## config.mk

```make
export PLATFORM = sky130hd
export DESIGN_NAME = ipb_io_arbiter
export DESIGN_NICKNAME = d
export VERILOG_FILES = /design/src/rtl/ipb_io_arb_pkg.sv /design/src/rtl/ipb_io_arbiter_rr.sv /design/src/rtl/ipb_io_arbiter.sv
export SDC_FILE = /design/constraint.sdc
export NUM_CORES = 1
export LEC_CHECK = 0
export CAP_MARGIN = 40
export CORE_MARGIN = 1
export CORE_UTILIZATION = 37
export CTS_CLUSTER_DIAMETER = 100
export DETAILED_ROUTE_END_ITERATION = 8
export HOLD_SLACK_MARGIN = 0.08
export PLACE_DENSITY = 0.86
export SLEW_MARGIN = 20
export SYNTH_ARGS = -nofsm -noshare
export SYNTH_HDL_FRONTEND = slang
export SYNTH_SLANG_ARGS = --single-unit
```

## constraint.sdc

```tcl
create_clock -name clk -period 1.83 [get_ports clk]
set_input_delay 0.366 -clock clk [delete_from_list [all_inputs] [get_ports clk]]
set_output_delay 0.366 -clock clk [all_outputs]
set_load 0.01 [all_outputs]
```

## src/rtl/ipb_io_arb_pkg.sv

```systemverilog
// Shared types and constants for the IPbus register-I/O arbiter.
// Optional read timeout is enabled with IPB_IO_ARB_TIMEOUT_EN.
package ipb_io_arb_pkg;

  typedef enum logic [3:0] {
    ST_IDLE,
    ST_READ_START,
    ST_READ_WAIT,
    ST_READ_DLY1,
    ST_READ_DLY2,
    ST_READ_ACK,
    ST_WRITE_START,
    ST_WRITE_ENABLE,
    ST_WRITE_ACK,
    ST_ERR_ACK
  } state_e;

  localparam int DEF_TIMEOUT_CYCLES = 255;
  localparam int TIMEOUT_CNT_W      = $clog2(DEF_TIMEOUT_CYCLES + 1);

  // Read data returned on a timed-out read; sliced to DATA_W by the user.
  localparam int                    MAX_DATA_W = 256;
  localparam logic [MAX_DATA_W-1:0] ERR_RDATA  = '1;

  // Counter width for a non-default TIMEOUT_CYCLES override.
  function automatic int cnt_width(input int cycles);
    return (cycles < 1) ? 1 : $clog2(cycles + 1);
  endfunction

endpackage

```

## src/rtl/ipb_io_arbiter_rr.sv

```systemverilog
// Combinational round-robin pick: first unmasked request at or after the
// pointer, scanning upward with wrap-around.
module ipb_rr_arbiter
  import ipb_io_arb_pkg::*;
#(
  parameter  int N_REQ = 2,
  localparam int IDX_W = $clog2(N_REQ)
) (
  input  logic [N_REQ-1:0] i_req,
  input  logic [IDX_W-1:0] i_ptr,
  input  logic             i_mask_vld,
  input  logic [IDX_W-1:0] i_mask_id,
  output logic             o_vld,
  output logic [IDX_W-1:0] o_idx
);

  logic [N_REQ-1:0] w_cand;
  logic [IDX_W:0]   w_pos;

  // drop the requester that was just acked so a lingering strobe is not re-served
  always_comb begin
    w_cand = i_req;
    if (i_mask_vld) w_cand[i_mask_id] = 1'b0;
  end

  // scan from the pointer upward, first hit wins
  always_comb begin
    o_vld = 1'b0;
    o_idx = '0;
    w_pos = '0;
    for (int off = 0; off < N_REQ; off++) begin
      w_pos = {1'b0, i_ptr} + (IDX_W+1)'(off);
      if (w_pos >= (IDX_W+1)'(N_REQ)) w_pos = w_pos - (IDX_W+1)'(N_REQ);
      if (!o_vld && w_cand[w_pos[IDX_W-1:0]]) begin
        o_vld = 1'b1;
        o_idx = w_pos[IDX_W-1:0];
      end
    end
  end

endmodule

```

## src/rtl/ipb_io_arbiter.sv

```systemverilog
// Shares one register-I/O port between N_REQ IPbus-style requesters.
// Level read enable, one-cycle write enable, ack/err/rdata routed back to
// the granted requester. Define IPB_IO_ARB_TIMEOUT_EN to bound READ_WAIT.
module ipb_io_arbiter
  import ipb_io_arb_pkg::*;
#(
  parameter  int N_REQ          = 2,
  parameter  int ADDR_W         = 16,
  parameter  int DATA_W         = 32,
  parameter  int TIMEOUT_CYCLES = DEF_TIMEOUT_CYCLES,
  localparam int ID_W           = $clog2(N_REQ)
) (
  input  logic                     clk,
  input  logic                     res_n,
  input  logic [N_REQ-1:0]         req_strobe,
  input  logic [N_REQ-1:0]         req_write,
  input  logic [N_REQ*ADDR_W-1:0]  req_addr,
  input  logic [N_REQ*DATA_W-1:0]  req_wdata,
  output logic [N_REQ-1:0]         req_ack,
  output logic [N_REQ-1:0]         req_err,
  output logic [DATA_W-1:0]        req_rdata,
  output logic [ID_W-1:0]          grant_id,
  output logic [ADDR_W-1:0]        io_addr,
  output logic [DATA_W-1:0]        io_wdata,
  output logic                     io_rd_en,
  output logic                     io_wr_en,
  output logic                     io_sync,
  input  logic                     io_rd_ack,
  input  logic [DATA_W-1:0]        io_rdata
);

  state_e            r_state, w_state_nxt;
  logic [ID_W-1:0]   r_ptr, r_grant_id, r_mask_id;
  logic              r_mask_vld;
  logic [ADDR_W-1:0] r_addr;
  logic [DATA_W-1:0] r_wdata, r_rdata;
  logic              w_arb_vld, w_grant, w_timeout, w_done, w_err;
  logic [ID_W-1:0]   w_arb_idx;

  ipb_rr_arbiter #(.N_REQ(N_REQ)) u_rr (
    .i_req      (req_strobe),
    .i_ptr      (r_ptr),
    .i_mask_vld (r_mask_vld),
    .i_mask_id  (r_mask_id),
    .o_vld      (w_arb_vld),
    .o_idx      (w_arb_idx)
  );

  assign w_grant = (r_state == ST_IDLE) && w_arb_vld;

`ifdef IPB_IO_ARB_TIMEOUT_EN
  localparam int CNT_W = cnt_width(TIMEOUT_CYCLES);
  logic [CNT_W-1:0] r_tmo_cnt;

  // count cycles spent in READ_WAIT; any other state restarts the count
  always_ff @(posedge clk) begin
    if (!res_n)                       r_tmo_cnt <= '0;
    else if (r_state == ST_READ_WAIT) r_tmo_cnt <= r_tmo_cnt + 1'b1;
    else                              r_tmo_cnt <= '0;
  end

  assign w_timeout = (r_state == ST_READ_WAIT) && !io_rd_ack &&
                     (r_tmo_cnt == CNT_W'(TIMEOUT_CYCLES - 1));
`else
  logic w_unused_tmo;
  assign w_unused_tmo = (TIMEOUT_CYCLES > 0);
  assign w_timeout    = 1'b0;
`endif

  // state register
  always_ff @(posedge clk) begin
    if (!res_n) r_state <= ST_IDLE;
    else        r_state <= w_state_nxt;
  end

  // next state and port strobes decoded from the current state
  always_comb begin
    w_state_nxt = r_state;
    io_rd_en    = 1'b0;
    io_wr_en    = 1'b0;
    w_done      = 1'b0;
    w_err       = 1'b0;
    case (r_state)
      ST_IDLE:
        if (w_arb_vld) w_state_nxt = req_write[w_arb_idx] ? ST_WRITE_START : ST_READ_START;
      ST_READ_START: begin
        io_rd_en    = 1'b1;
        w_state_nxt = ST_READ_WAIT;
      end
      ST_READ_WAIT: begin
        io_rd_en = 1'b1;
        if (io_rd_ack)      w_state_nxt = ST_READ_DLY1;
        else if (w_timeout) w_state_nxt = ST_ERR_ACK;
      end
      ST_READ_DLY1: begin
        io_rd_en    = 1'b1;
        w_state_nxt = ST_READ_DLY2;
      end
      ST_READ_DLY2: begin
        io_rd_en    = 1'b1;
        w_state_nxt = ST_READ_ACK;
      end
      ST_READ_ACK: begin
        io_rd_en    = 1'b1;
        w_done      = 1'b1;
        w_state_nxt = ST_IDLE;
      end
      ST_WRITE_START:  w_state_nxt = ST_WRITE_ENABLE;
      ST_WRITE_ENABLE: begin
        io_wr_en    = 1'b1;
        w_state_nxt = ST_WRITE_ACK;
      end
      ST_WRITE_ACK: begin
        w_done      = 1'b1;
        w_state_nxt = ST_IDLE;
      end
      ST_ERR_ACK: begin
        w_err       = 1'b1;
        w_state_nxt = ST_IDLE;
      end
      default: w_state_nxt = ST_IDLE;
    endcase
  end

  // grant latch, RR pointer, re-grant mask and read-data return register
  always_ff @(posedge clk) begin
    if (!res_n) begin
      r_ptr      <= '0;
      r_grant_id <= '0;
      r_mask_vld <= 1'b0;
      r_mask_id  <= '0;
      r_addr     <= '0;
      r_wdata    <= '0;
      r_rdata    <= '0;
    end else begin
      r_mask_vld <= w_done | w_err;
      r_mask_id  <= r_grant_id;
      if (w_grant) begin
        r_grant_id <= w_arb_idx;
        r_addr     <= req_addr[w_arb_idx*ADDR_W +: ADDR_W];
        r_wdata    <= req_wdata[w_arb_idx*DATA_W +: DATA_W];
        r_ptr      <= (w_arb_idx == ID_W'(N_REQ - 1)) ? '0 : w_arb_idx + 1'b1;
      end
      if (r_state == ST_READ_DLY2) r_rdata <= io_rdata;
      else if (w_timeout)          r_rdata <= ERR_RDATA[DATA_W-1:0];
    end
  end

  assign req_ack   = w_done ? (N_REQ'(1) << r_grant_id) : '0;
  assign req_err   = w_err  ? (N_REQ'(1) << r_grant_id) : '0;
  assign req_rdata = r_rdata;
  assign grant_id  = r_grant_id;
  assign io_addr   = r_addr;
  assign io_wdata  = r_wdata;
  assign io_sync   = (r_state != ST_IDLE);

endmodule

```

### Word level (Yosys, flattened, before mapping)

Cells that the tools add are included.
Widths: inputs -> output; s select.

| storage, ports and cells | value |
|---|---|
| ROM bits | 0 |
| bits in registers | 88 |
| input bits | 135 |
| output and inout port bits | 88 |
| RAM bits | 0 |
| bits in latches | 0 |
| memories kept | 0 |
| word-level logic and storage cells | 71 |

| cells by class | value |
|---|---|
| add/sub/neg operators | 4 |
| bitwise gates (word level) | 3 |
| multiply operators | 0 |
| $lt $le $gt $ge | 7 |
| multiplexer cells | 26 |
| reductions and logical operators | 9 |
| equal/unequal tests | 11 |
| shift-type cells | 3 |
| divide/modulo/power cells | 0 |

Operator list:

| cell | count |
|---|---|
| $shiftx 64x7->32 | 1 |
| $shiftx 32x6->16 | 1 |
| $pmux 4 s7 | 1 |
| $mux 1 | 18 |
| $eq 4x3->1 const B | 4 |
| $eq 4x2->1 const B | 2 |
| $eq 4x4->1 const B | 2 |
| $lt 1x2->1 const B | 4 |
| $mux 4 | 2 |
| $mux 2 | 3 |
| $reduce_or 5->1 | 1 |
| $eq 4x1->1 const B | 1 |
| $logic_not 4->1 | 1 |
| $ne 2x2->1 const B | 2 |
| $reduce_bool 4->1 | 1 |
| $logic_and 1x1->1 | 3 |
| $mux 3 | 1 |
| $add 1x1->2 const B | 1 |
| $and 2x2->2 | 1 |
| $ge 1x2->1 const B | 1 |
| $ge 2x2->1 const B | 1 |
| $not 2->2 | 1 |
| $reduce_and 2->1 | 1 |
| $reduce_or 2->1 | 1 |
| 7 further kinds | 8 |

### Logic depth before layout (Yosys ltp)

Gate-level depths: netlist of the first run.

| logic depth | value |
|---|---|
| depth in word-level cells | 18 |
| gate-level depth with buffers | 7 |
| mapped depth without buffers | 4 |

### Modules after synthesis

A second synthesis of the first run with hierarchy kept.

| second synthesis, totals | value |
|---|---|
| cells, all modules | 419 |
| area, all modules | 3953.8 µm² |

Modules (own cells, without submodules):

| module | area an instance (µm²) | times used | sequential area each (µm²) | cells each |
|---|---|---|---|---|
| ipb_io_arbiter | 3918.8 | 1 | 1761.7 | 413 |
| ipb_rr_arbiter | 35.0 | 1 | 0.0 | 6 |

### Worst setup path before layout of the first run

Ideal clock, no wire load.

| timing path | value |
|---|---|
| path type | reg2out |
| from | register r_state[2] |
| to | output req_ack[0] |
| data required time | 1.464 ns |
| buffers on the path | 1 |
| data arrival time | 1.237 ns |
| cell stages (with the launch flop) | 5 |
| slack | 0.227 ns |
| cell sequence | dfxtp_1 > buf_4 > nand2b_1 > or2_2 > a211oi_1 |

| between the ends | value |
|---|---|
| longest elaborated chain between the ends | 4 |
| elaborated cells between the ends (all ways) | 5 |

RTL lines:

| element | line | source |
|---|---|---|
| start, declared | ipb_io_arbiter.sv:32 | `state_e r_state, w_state_nxt;` |
| start signal, assigned | ipb_io_arbiter.sv:73 | `else r_state <= w_state_nxt;` |
| $eq 4x4->1 / $eq 4x3->1 (equally long branches) | ipb_io_arbiter.sv:83 | `case (r_state)` |
| $reduce_or 2->1 (no source line) (*) | n/a |  |
| $mux 1 (*) | ipb_io_arbiter.sv:83 |  |
| $mux 2 (*) | ipb_io_arbiter.sv:149 | `assign req_ack = w_done ? (N_REQ'(1) << r_grant_id) : '0;` |
| end, declared | ipb_io_arbiter.sv:19 | `output logic [N_REQ-1:0] req_ack,` |

Mark *: on every way between the ends. The rest lies on a longest branch, timed or not.

### Worst setup path in the final report of the first run

Same ends and word-level chain as after synthesis.

==> summary.txt, run 1 <==
Yosys
  – Top_reg_cell synth: dfxtp_1
  – Unique cell type count in the Yosys netlist: 36
  – Mapped Cells: 385
  – Post-synth top area share: 0.478
  – Syn_nets: between 500 and 600
  – EDFF count, synth: 0
  – Sequential fraction of the synthesis area: 0.478
  – Synth area leader: dfxtp_1
  – YS warnings: 0
  – Synth Register Bits: 88
  – Commonest cells in the netlist: dfxtp_1, nand2_1, a22oi_1
  – Post-synth ARST share: 0
  – Area contributors post-synth: dfxtp_1, nand2_1, a22oi_1, o2bb2ai_1, a21boi_0
  – Mapped Area: 3680 µm²
  – Syn Area/Cell: 9.57 µm²

Floorplanning
  – Die W: between 100 and 150 µm
  – Die Span Y: roughly 100 µm
  – Die footprint: approximately 10000 µm²
  – Row cnt: 36
  – Initial Util: 0.379
  – Core Area: 9730 µm²
  – I/O pin count: 223

Hold path
  – Hold Path Origin: req_rdata[31]$_SDFFE_PN0P_
  – Hold WC Path Type: flip-flop to flip-flop

CTS
  – H-tree depth: 3
  – CTS tree: built
  – Sink Count: slightly below 90
  – CTS clk-pin slew, worst paths: 0.09 ns
  – Post-CTS Hold Fix Bufs: 0
  – Skew-Pair Late Insertion Delay: approximately 0.35 ns
  – Root cell of the clock tree: clkbuf_8
  – CTS buffer count: 9
  – Clk buf depth: 2

GRT
  – GRT Total Usage: 0.222
  – Initial antenna violation count: 0
  – Pin count of the biggest net entering global routing: between 40 and 50
  – Vias in the first global route: about 3.8k
  – First-pass GRT wire length: about 18000 µm
  – Total gr overflow: 0

Finish
  – Area of the multi-input gates: about 1700 µm²
  – Final instance area: around 6500 µm²
  – Fillers: 794
  – Ant. Diodes: 0
  – Sequential Area: roughly 1800 µm²
  – Area grow syn2layout: 75.2%
  – Nets: between 700 and 800
  – Fraction of layout cells with a size suffix above 1: 0.129

Drt
  – Pre-antenna DRT Iters: 6
  – Vias: around 3.9k
  – Iteration-0 DRC Markers: 110
  – DRT Wirelength: roughly 12000 µm
  – WL/cell: 15.7 µm
  – Number of vias per cell: approximately 5
  – Antenna-violating nets left: 0
  – DRC Markers: 0

Worst setup path
  – CP Max Fanout: 4
  – Critical path type: flip-flop to output port
  – Crit. End Element: output port
  – Critical path required time: about 1.5 ns
  – Launch point of the critical path: r_state[2]$_SDFFE_PN0P_
  – Origin of the critical flop-to-flop path: r_state[1]$_SDFFE_PN0P_
  – Crit path DAT: around 1.5 ns
  – Setup crit start kind: flip-flop

Place
  – Dpl ws: -0.316 ns
  – Dpl hpwl: between 8000 and 9000 µm
  – Placed cell areas: 6180 µm²
  – GPL Wtd Cong: roughly 0.86
  – Port Buffers: 222

Timing
  – Slew HR: 0.804
  – Setup violations, final: 1
  – Setup WS post-layout: -0.00946 ns
  – Fin. max-slew vios: 0
  – Least-Margin Pin Slew: slightly below 0.3 ns
  – Fmax: 0.544 GHz
  – Period minus WS final: about 1.8 ns
  – RSZ-0062 raised after global routing: true
  – Tcrit/Tclk final: 1.01
  – Final hold vios: 0
  – Setup Skew: about 0.011 ns

Outcome
  – Violated checks: setup timing
  – Status: finished, violations left

Power
  – Pwr dens: between 1000 and 1500 nW/µm²
  – Lkg Pwr: around 0.0024 µW
  – VDD IR max: around 0.00095 V

Job
  – Max-Cap Viols: 0
## worst max-delay path: stages, from the launching register on
cell and delay (ns):
dfxtp_4 0.37, nand2b_4 0.14, or2_4 0.24, a211oi_2 0.22, buf_2 0.17
## registers in the layout, summed over array words and instances, names as in the netlist
register and count:
r_mask_vld 1, io_wdata 32, r_ptr 1, r_mask_id 1, req_rdata 32, r_state 4
io_addr 16, grant_id 1
## where the power goes
group | switching [µW] | internal (µW) | leakage [µW] | total [µW]
Sequential | 359 | 2490 | 0.000721 | 2840
Clock | 727 | 922 | 0.000121 | 1650
Combinational | 1770 | 2030 | 0.00154 | 3800
## layout by cell type, fill, tap and decap left out, types with 5 or more instances in the layout
master / n
a21boi_0: 33
a22oi_1: 41
a31oi_1: 6
buf_12: 6
buf_4: 25
clkbuf_8: 9
clkdlybuf4s50_1: 214
dfxtp_1: 85
nand2_1: 86
nor2_1: 5
o21ai_0: 9
o2bb2ai_1: 32
o2bb2ai_2: 10
## stage by stage
| step | power, µW | hold slack (ns) | setup TNS (ns) | util | std cells |
|---|---|---|---|---|---|
| after floorplan | 4600 | 0.487 | 0 | - | 385 |
| after global placement | 6510 | 0.443 | -10.03 | 0.635 | 735 |
| after detailed placement | 6640 | 0.447 | -12.56 | 0.635 | 735 |
| after CTS | 8350 | 0.470 | -0.143 | 0.661 | 752 |
| after global routing | 8790 | 0.487 | -0.309 | 0.663 | 752 |
| final | 8290 | 0.465 | -0.00946 | 0.663 | 752 |
## path summary, 6_finish.rpt
check,end,slack (ns),cells after the start
worst min register to register,req_rdata[31]$_SDFFE_PN0P_,0.47,2
worst min-delay path,req_rdata[31]$_SDFFE_PN0P_,0.47,2
worst max register to register,io_wdata[2]$_SDFFE_PN0P_,0.11,7
worst max-delay path,req_ack[0],-0.009,4
## logic make-up (layout without fill, tap and decap cells)
family / count (synthesis) / count (layout) / synth area share
and+or+nand+nor: 109 / 109 / 0.128
buffers and inverters: 38 / 272 / 0.0625
muxes: 3 / 3 / 0.00815
DFF: 88 / 88 / 0.478
AOI/OAI and AO/OA: 147 / 147 / 0.323
## final cells by class
class	count	area share
clock buffers	9	0.0192
clock inverters	7	0.0192
multi-input cells	259	0.271
inverters	3	0.00174
repair buffers	253	0.389
flip-flops and latches	88	0.274
well taps	133	0.0258
## per-layer routing
metal | routed length [µm] | part of all wire | GRT usage
met1 | 4720 | 0.40 | 0.247
met2 | 5920 | 0.50 | 0.383
met3 | 831 | 0.070 | 0.0718
met4 | 366 | 0.031 | 0.103
met5 | 0 | 0 | 0
## what timing repair did
| item | 4_1_cts | 5_1_grt |
|---|---|---|
| pin swaps | 3 | 2 |
| gates resized for setup | 30 | 9 |
| endpoints found under the setup margin | 7 | 8 |
| gates cloned | 0 | 0 |
| buffers inserted | 1 | 0 |
(Power assumes the default switching activity.)
==> inputs of run 2 (changes only) <==
Settings changed: SLEW_MARGIN 20 to not set.
==> results of run 2 <==
Final layout, timing and power as in run 1 (identical DEF).
